## config.mk

```make
export PLATFORM = sky130hd
export DESIGN_NAME = sd_req_scheduler
export DESIGN_NICKNAME = d
export VERILOG_FILES = /design/src/rtl/iigs_sd_pkg.sv /design/src/rtl/sd_rr_pick.sv /design/src/rtl/sd_req_scheduler.sv
export SDC_FILE = /design/constraint.sdc
export NUM_CORES = 1
export LEC_CHECK = 0
export ABC_AREA = 0
export ABC_CLOCK_PERIOD_IN_PS = 6000
export BUFFER_PORTS_ARGS = -buffer_cell sky130_fd_sc_hd__buf_2
export CAP_MARGIN = 20
export CORE_UTILIZATION = 57
export DETAILED_ROUTE_END_ITERATION = 8
export PLACE_DENSITY = 0.84
export RECOVER_POWER = 25
export SYNTH_ARGS = -nofsm -noshare
export SYNTH_HDL_FRONTEND = slang
export SYNTH_HIERARCHICAL = 1
export SYNTH_SLANG_ARGS = --single-unit
export TNS_END_PERCENT = 50
```

## constraint.sdc

```tcl
create_clock -name clk_sys -period 6 [get_ports clk_sys]
set_input_delay 0.6 -clock clk_sys [delete_from_list [all_inputs] [get_ports clk_sys]]
set_output_delay 0.6 -clock clk_sys [all_outputs]
set_load 0.005 [all_outputs]
```

## src/rtl/iigs_sd_pkg.sv

```systemverilog
// Shared types and constants for the IIgs virtual-disk request scheduler.
package iigs_sd_pkg;

  // Scheduler FSM: wait for work, wait for the HPS ack rise, wait for the ack fall.
  typedef enum logic [1:0] {
    IDLE = 2'd0,
    REQ  = 2'd1,
    XFER = 2'd2
  } sd_state_t;

  localparam int SD_NDEV  = 2;
  localparam int SD_LBA_W = 32;

endpackage

```

## src/rtl/sd_rr_pick.sv

```systemverilog
// Combinational round-robin picker: first pending device after the last grant.
module sd_rr_pick #(
  parameter  int N  = 2,
  localparam int IW = (N > 1) ? $clog2(N) : 1
) (
  input  logic [N-1:0]  pend_i,
  input  logic [IW-1:0] last_i,
  output logic          valid_o,
  output logic [IW-1:0] idx_o
);

  logic [IW-1:0] cand;
  logic          found;

  // Scan N candidates starting just after the last grant; the last one scanned
  // is the last grant itself, so a lone requester can be re-served.
  always_comb begin
    found = 1'b0;
    idx_o = last_i;
    cand  = last_i;
    for (int k = 1; k <= N; k++) begin
      cand = IW'((int'(last_i) + k) % N);
      if (!found && pend_i[cand]) begin
        found = 1'b1;
        idx_o = cand;
      end
    end
    valid_o = found;
  end

endmodule

```

## src/rtl/sd_req_scheduler.sv

```systemverilog
// Sector-transfer scheduler between the IIgs disk controllers and the HPS
// virtual-disk handshake. Latches per-device requests, serves them one at a
// time round-robin, holds the CPU in wait while a transfer runs, and aborts
// stalled handshakes with a saturating watchdog.
module sd_req_scheduler
  import iigs_sd_pkg::*;
#(
  parameter  int NDEV        = SD_NDEV,
  parameter  int TIMEOUT_CYC = 33554432,
  localparam int GW          = (NDEV > 1) ? $clog2(NDEV) : 1,
  localparam int WDW         = $clog2(TIMEOUT_CYC)
) (
  input  logic                     clk_sys,
  input  logic                     reset,
  input  logic [NDEV-1:0]          dev_rd,
  input  logic [NDEV-1:0]          dev_wr,
  input  logic [NDEV*SD_LBA_W-1:0] dev_lba,
  input  logic [NDEV-1:0]          img_mounted,
  input  logic [NDEV-1:0]          sd_ack,
  output logic [NDEV*SD_LBA_W-1:0] sd_lba,
  output logic [NDEV-1:0]          sd_rd,
  output logic [NDEV-1:0]          sd_wr,
  output logic                     cpu_wait,
  output logic [NDEV-1:0]          dev_busy,
  output logic [NDEV-1:0]          dev_done,
  output logic [NDEV-1:0]          dev_err,
  output logic [GW-1:0]            grant
);

  localparam logic [WDW-1:0] WD_LAST = WDW'(TIMEOUT_CYC - 1);
  localparam logic [WDW-1:0] WD_SAT  = {WDW{1'b1}};

  sd_state_t state_q, state_d;

  logic [NDEV-1:0]                pend_rd_q, pend_rd_d;
  logic [NDEV-1:0]                pend_wr_q, pend_wr_d;
  logic [NDEV-1:0][SD_LBA_W-1:0]  pend_lba_q, pend_lba_d;
  logic [NDEV-1:0][SD_LBA_W-1:0]  sd_lba_q, sd_lba_d;
  logic [NDEV-1:0]                sd_rd_q, sd_rd_d;
  logic [NDEV-1:0]                sd_wr_q, sd_wr_d;
  logic                           cpu_wait_q, cpu_wait_d;
  logic [NDEV-1:0]                done_q, done_d;
  logic [NDEV-1:0]                err_q, err_d;
  logic [GW-1:0]                  grant_q, grant_d;
  logic [WDW-1:0]                 wd_q, wd_d;
  logic [NDEV-1:0]                ack_q;
  logic                           srv_wr_q, srv_wr_d;

  logic                           pick_valid;
  logic [GW-1:0]                  pick_idx;
  logic                           ack_rise, ack_fall, wd_expired;
  logic [NDEV-1:0]                clr_rd, clr_wr;

  sd_rr_pick #(
    .N (NDEV)
  ) u_pick (
    .pend_i  (pend_rd_q | pend_wr_q),
    .last_i  (grant_q),
    .valid_o (pick_valid),
    .idx_o   (pick_idx)
  );

  // Next-state logic: FSM transitions, strobes, pulses, watchdog and pending bits.
  always_comb begin
    state_d    = state_q;
    pend_lba_d = pend_lba_q;
    sd_lba_d   = sd_lba_q;
    sd_rd_d    = sd_rd_q;
    sd_wr_d    = sd_wr_q;
    cpu_wait_d = cpu_wait_q;
    done_d     = '0;
    err_d      = '0;
    grant_d    = grant_q;
    srv_wr_d   = srv_wr_q;
    clr_rd     = '0;
    clr_wr     = '0;
    wd_d       = wd_q;

    // Only the granted device's ack matters; others are ignored.
    ack_rise   = sd_ack[grant_q] & ~ack_q[grant_q];
    ack_fall   = ~sd_ack[grant_q] & ack_q[grant_q];
    wd_expired = (wd_q == WD_LAST);

    // Watchdog runs in both handshake phases and sticks at its maximum.
    if (state_q != IDLE && wd_q != WD_SAT) begin
      wd_d = wd_q + 1'b1;
    end

    case (state_q)
      IDLE: begin
        if (pick_valid) begin
          grant_d            = pick_idx;
          sd_lba_d[pick_idx] = pend_lba_q[pick_idx];
          // Writes go first so a read-after-write sees the new data.
          if (pend_wr_q[pick_idx]) begin
            sd_wr_d[pick_idx] = 1'b1;
            srv_wr_d          = 1'b1;
          end else begin
            sd_rd_d[pick_idx] = 1'b1;
            srv_wr_d          = 1'b0;
          end
          cpu_wait_d = 1'b1;
          wd_d       = '0;
          state_d    = REQ;
        end
      end
      REQ: begin
        if (ack_rise) begin
          sd_rd_d          = '0;
          sd_wr_d          = '0;
          clr_wr[grant_q]  = srv_wr_q;
          clr_rd[grant_q]  = ~srv_wr_q;
          wd_d             = '0;
          state_d          = XFER;
        end else if (wd_expired) begin
          sd_rd_d          = '0;
          sd_wr_d          = '0;
          clr_wr[grant_q]  = srv_wr_q;
          clr_rd[grant_q]  = ~srv_wr_q;
          err_d[grant_q]   = 1'b1;
          cpu_wait_d       = 1'b0;
          wd_d             = '0;
          state_d          = IDLE;
        end
      end
      XFER: begin
        if (ack_fall) begin
          done_d[grant_q]  = 1'b1;
          cpu_wait_d       = 1'b0;
          state_d          = IDLE;
        end else if (wd_expired) begin
          err_d[grant_q]   = 1'b1;
          cpu_wait_d       = 1'b0;
          wd_d             = '0;
          state_d          = IDLE;
        end
      end
      default: begin
        state_d = IDLE;
      end
    endcase

    // A fresh request always survives a clear in the same cycle.
    pend_rd_d = (pend_rd_q & ~clr_rd & ~img_mounted) | dev_rd;
    pend_wr_d = (pend_wr_q & ~clr_wr & ~img_mounted) | dev_wr;

    for (int d = 0; d < NDEV; d++) begin
      if (dev_rd[d] | dev_wr[d]) begin
        pend_lba_d[d] = dev_lba[d*SD_LBA_W +: SD_LBA_W];
      end
    end
  end

  // State register; grant resets to the last device so device 0 wins first.
  always_ff @(posedge clk_sys) begin
    if (reset) begin
      state_q    <= IDLE;
      pend_rd_q  <= '0;
      pend_wr_q  <= '0;
      pend_lba_q <= '0;
      sd_lba_q   <= '0;
      sd_rd_q    <= '0;
      sd_wr_q    <= '0;
      cpu_wait_q <= 1'b0;
      done_q     <= '0;
      err_q      <= '0;
      grant_q    <= GW'(NDEV - 1);
      wd_q       <= '0;
      ack_q      <= '0;
      srv_wr_q   <= 1'b0;
    end else begin
      state_q    <= state_d;
      pend_rd_q  <= pend_rd_d;
      pend_wr_q  <= pend_wr_d;
      pend_lba_q <= pend_lba_d;
      sd_lba_q   <= sd_lba_d;
      sd_rd_q    <= sd_rd_d;
      sd_wr_q    <= sd_wr_d;
      cpu_wait_q <= cpu_wait_d;
      done_q     <= done_d;
      err_q      <= err_d;
      grant_q    <= grant_d;
      wd_q       <= wd_d;
      ack_q      <= sd_ack;
      srv_wr_q   <= srv_wr_d;
    end
  end

  // Busy covers both queued work and the device currently on the bus.
  genvar gi;
  generate
    for (gi = 0; gi < NDEV; gi++) begin : g_busy
      assign dev_busy[gi] = pend_rd_q[gi] | pend_wr_q[gi] |
                            ((state_q != IDLE) && (grant_q == GW'(gi)));
    end
  endgenerate

  assign sd_lba   = sd_lba_q;
  assign sd_rd    = sd_rd_q;
  assign sd_wr    = sd_wr_q;
  assign cpu_wait = cpu_wait_q;
  assign dev_done = done_q;
  assign dev_err  = err_q;
  assign grant    = grant_q;

endmodule

```

Word-level counts from Yosys, hierarchy flattened
Cells that the tools add are included.

Flip-flop bits (word level): 172. Logic and storage cells: 136. Output and inout port bits: 76. Input port bits: 74.

Muxes and demuxes: 58. Reductions and logical operators: 16. Order comparisons: 6. Add/subtract/negate cells: 3. Bitwise operators: 28. Equality and inequality tests: 9.

Operator list (number): $mux 25 (5); $mux 32 (3); $pmux 25 s3 (1); $bwmux 64 (1); $mux 2 (19); $demux 32 s1 (1); $add 25x1->25 const B (1); $eq 25x25->1 const B (1); $ne 25x25->1 const B (1); $mux 1 (21); $and 2x2->2 (6); $pmux 2 s2 (3); $or 2x2->2 (5); $lt 1x2->1 const B (4); $ne 2x2->1 const B (4); $reduce_and 4->1 (2); $logic_and 1x1->1 (6); $not 1->1 (6); $not 2->2 (3); $or 1x1->1 (6); $pmux 2 s3 (1); $reduce_bool 2->1 (2); $ne 3x3->1 const B (1); $pmux 1 s3 (1); 12 further kinds (16).

Depth between registers and ports, before layout
Depth after elaboration: 15. Gate-level depth with buffers: 9. Mapped depth without buffers: 7.

Modules after synthesis
The synthesis kept the hierarchy.

By module, submodules not included: sd_req_scheduler (cells an instance 811, area an instance 6473.7 um^2, instances 1, seq. area each 3443.3 um^2); sd_rr_pick (cells an instance 3, area an instance 20.0 um^2, instances 1, seq. area each 0.0 um^2).

Least setup slack after synthesis
OpenSTA, ideal clock, no wires.

Kind: reg-to-reg. Start point: register wd_q[0]. End point: register pend_wr_q[1]. Stages on the path, launching flop included: 9. Buffers on the path: 1. Required time: 5.883 ns. Slack: 3.969 ns. Arrival: 1.914 ns. Period minus slack after synthesis: 2.031 ns. Setup time: 0.117 ns. Path through: dfxtp_1 -> ha_1 -> nand3_1 -> nor4_1 -> and4_1 -> buf_4 -> o21ai_2 -> or3_1 -> a32o_1.

Cells in the longest elaborated chain, start to end: 8.

RTL lines: start: declaration (line sd_req_scheduler.sv:45) `logic [WDW-1:0] wd_q, wd_d;`; start signal: assignment (line sd_req_scheduler.sv:183) `wd_q <= wd_d;`; $eq 25x25->1 (line sd_req_scheduler.sv:82) `wd_expired = (wd_q == WD_LAST);`; $mux 2 (line sd_req_scheduler.sv:115) `end else if (wd_expired) begin`; $mux 2 (line sd_req_scheduler.sv:108) `if (ack_rise) begin`; $mux 2 (line sd_req_scheduler.sv:89) `case (state_q)`; $not 2->2 (line sd_req_scheduler.sv:145) `pend_wr_d = (pend_wr_q & ~clr_wr & ~img_mounted) | dev_wr;`; $and 2x2->2 (2 in series) (line sd_req_scheduler.sv:145); $or 2x2->2 (line sd_req_scheduler.sv:145); end signal: assignment (line sd_req_scheduler.sv:174) `pend_wr_q <= pend_wr_d;`; end: declaration (line sd_req_scheduler.sv:36) `logic [NDEV-1:0] pend_wr_q, pend_wr_d;`.

No other way between the ends. A chain may end at the register's enable or synchronous reset.

Worst setup path in the final report
Start point: register wd_q[0]. End point: register wd_q[19].

Cells in the longest elaborated chain, start to end: 6. Elaborated cells between the ends (all ways): 10. Classes of those cells: add/sub: 1; eq/ne: 2; mux: 6; reduce/logical: 1.

RTL lines (line): parallel branches: the longest is 5 deep, another holds $add 25x1->25; $pmux 25 s3 (*) (sd_req_scheduler.sv:89).

Every way passes the cells marked *.

==> impl_metrics.ini <==
[sta]
finalCritPeriodShare_pct = 46.0
hold_violations = 0
timing.setup.tns_ns = 0
fmax_ghz = 0.362
period_minus_slack_ns = 2.76
finalClockSkew_ns = 0.00909
rsz0062_at_grt = false
worst_pin_slew_ns = 1.77
slew_violations = 41
setup_viol = 0
slew_headroom_pct = -18.2

[min_path]
worstHoldEndpoint = pend_lba_q[9]
hold_depth = 3
hold_path_class = input port to flop
worstHoldStart = dev_lba[9]

[power]
p_seq_share_pct = 46.5
p_sw_share_pct = 26.7
cellLeakagePower_nw = 3.23
pwr-share-clk_pct = 40.3
power_frac_comb_pct = 13.2
ir_drop_mv = 0.293
fin_total_pwr_mw = 2.69
cell_internal_pwr_mw = 1.98
power_density_nw_per_um2 = 343
power_switching_uw = 718

[synth]
synth_fa_ha_area_share_pct = 0.963
avgSynthCellArea_um2 = 7.98
synthMuxAreaShare_pct = 0.462
yosysUniqueCellTypes = 43
synth-edff-count = 0
ys_warn_count = 6
synth_area_um2 = 6490
async_reset_ff_share_pct = 0
synth_top_family_by_area = simple AND/OR/NAND/NOR gates
syn_inst = 814
yosys.area_share.simple_pct = 23.9
ys_seq_elements = 172
ys.flop_type = dfxtp_1
yosysSeqAreaShare_pct = 53.0
synth_compound_area_share_pct = 14.7
syn_nets = 893
synthXorXnorAreaFrac_pct = 2.83

[global_routing]
antenna_found_initial = 0
grt.overflow.total = 0
grt_pass1_wl_um = 24900
grt_max_degree = 105
grt_use_total_pct = 26.7
grt_pass1_vias = 5521

[setup_path]
arrival_ns = 3.02
r2r_end = wd_q[19]
path_class = flop to flop
r2r_cells = 7
critPathLaunchType = flop
end_kind = flop
reg2reg_slack_ns = 3.24
cp_max_fo = 24
reg2reg_from = wd_q[0]
cp-startpoint = wd_q[0]
crit_required_ns = 6.26

[floorplanning]
core_um2 = 11000
die_y_um = 109
ios = 150
die_w_um = 109
rows = 38
initial_core_util_pct = 59.1
fp.dieArea_um2 = 11800

[cts]
tritoncts = done
ctsResizeCount = 0
hold_buffers = 0
post_cts_buffers = 0
cts-root-buf = clkbuf_16
path_clk_slew_ns = 0.07
htreeDepth = 4
cts.sinks = 172
numCtsBuffers = 17
clockBufferDepth = 2
clk_latency_ns = 0.42

[layout]
postLayoutCellArea_um2 = 7850
nFillCells = 887
seqCellArea_um2 = 3440
final_common_cell = nand2_1
final_cell_mix = 272 x nand2_1, 172 x dfxtp_1, 135 x a21oi_1
drive_gt1_share_pct = 17.5
fin_nets = 1018
multiInputGateArea_um2 = 2790
stdcell_count = 1092
syn_to_final_growth_pct = 20.9

[detailed_routing]
wl_per_cell_um = 14.0
drt-total-wl_um = 15300
drtAntennaViolNets = 0
drt-pass1-iter-count = 8
vias_per_cell = 5.36
first_iter_violations = 357
vias = 5851
drc_errors = 0

[placement]
dp_cells = 1060
portBuffers = 149
routabilityCongestion = 0.845
postPlaceCellArea_um2 = 7300
dp_hpwl_um = 10100

[status]
violations = max-capacitance violations, max-slew violations
status = finished, violations left

[run]
maxCapViolations = 1
-- routing by layer --
layer | global-route usage (%) | vias to the layer above | wire, µm
li1 | - | 2936 | -
met1 | 32.0 | 2703 | 6470
met2 | 44.5 | 197 | 7300
met3 | 10.2 | 15 | 1350
met4 | 7.82 | 0 | 198
met5 | 0 | - | 0
-- sequential cells by signal, indices dropped and copies added, names as in the netlist, 2 cells and up --
name,cells
pend_lba_q,64
sd_lba,64
wd_q,25
ack_q,2
dev_done,2
dev_err,2
pend_rd_q,2
pend_wr_q,2
sd_rd,2
sd_wr,2
state_q,2
-- critical path, cell delays in order, from the launching register on --
cell and delay (ns):
dfxtp_1 0.42, ha_1 0.25, nand3_1 0.10, nor4_1 0.39
and4_1 0.39, a21oi_1 0.14, o31ai_4 0.79, nor2_1 0.12
-- how the worst max path moves through the flow --
stage / slack, ns / cells past startpoint / endpoint
after floorplan: 3.97 / 8 / pend_wr_q[1]
after global placement: 3.42 / 7 / wd_q[6]
after detailed placement: 3.32 / 7 / wd_q[19]
after CTS: 3.29 / 7 / wd_q[19]
after global routing: 3.01 / 7 / wd_q[19]
final: 3.24 / 7 / wd_q[19]
-- stage by stage --
| stage | hold slack [ns] | setup slack, ns | util (%) |
|---|---|---|---|
| after global routing | 0.404 | 3.01 | 71.5 |
| after global placement | 0.437 | 3.42 | 66.2 |
| after detailed placement | 0.443 | 3.32 | 66.5 |
| after CTS | 0.406 | 3.29 | 71.9 |
| after floorplan | 0.432 | 3.97 | - |
| final | 0.418 | 3.24 | 71.5 |
-- area by class of cell --
cell class,count,share of cell area [%]
sequential,172,43.9
multi-input combinational,573,35.5
timing repair buffer,157,9.99
clock buffer,19,5.77
tap,140,2.23
clock inverter,12,1.74
inverter,18,0.861
antenna,1,0.0319
-- synth_stat cells (2+ instances only) --
cell type / count / area share, %
a41oi_1: 2 / 0.27
o21ai_0: 5 / 0.39
or2_2: 4 / 0.39
and3_1: 6 / 0.58
dfxtp_1: 172 / 53
inv_1: 18 / 1.0
o21bai_1: 2 / 0.23
nor2b_1: 2 / 0.19
nand4_1: 13 / 1.3
or3_1: 2 / 0.19
o21a_1: 7 / 0.81
clkbuf_1: 46 / 2.7
nor3_1: 5 / 0.39
buf_2: 3 / 0.23
ha_1: 5 / 0.96
and4_1: 3 / 0.40
nand2_1: 272 / 16
o22ai_1: 2 / 0.19
xor2_1: 20 / 2.7
a21oi_1: 135 / 10
nor4_1: 3 / 0.29
buf_4: 2 / 0.23
nand3_1: 16 / 1.2
nor3b_1: 2 / 0.23
a32oi_1: 3 / 0.40
o211ai_1: 2 / 0.23
mux2i_1: 3 / 0.46
nor2_1: 42 / 2.4
o311ai_0: 3 / 0.40
-- power by group through the flow --
stage	Sequential [mW]	Combinational, mW	Clock, mW
detailed placement	1.28	0.360	0
floorplan	1.27	0.227	0
global placement	1.27	0.345	0
CTS	1.25	0.362	1.10
global route	1.26	0.400	1.15
finish	1.25	0.357	1.08
-- kinds of logic (layout without fill, tap and decap cells) --
kind of cell / after synthesis / after routing
compound gates: 170 / 170
xor+xnor: 21 / 21
other cells: 0 / 1
mux: 3 / 3
flops: 172 / 172
fa+ha+maj: 5 / 5
simple gates: 374 / 374
buf+inv: 69 / 206
Power figures use the tool's default switching activity.
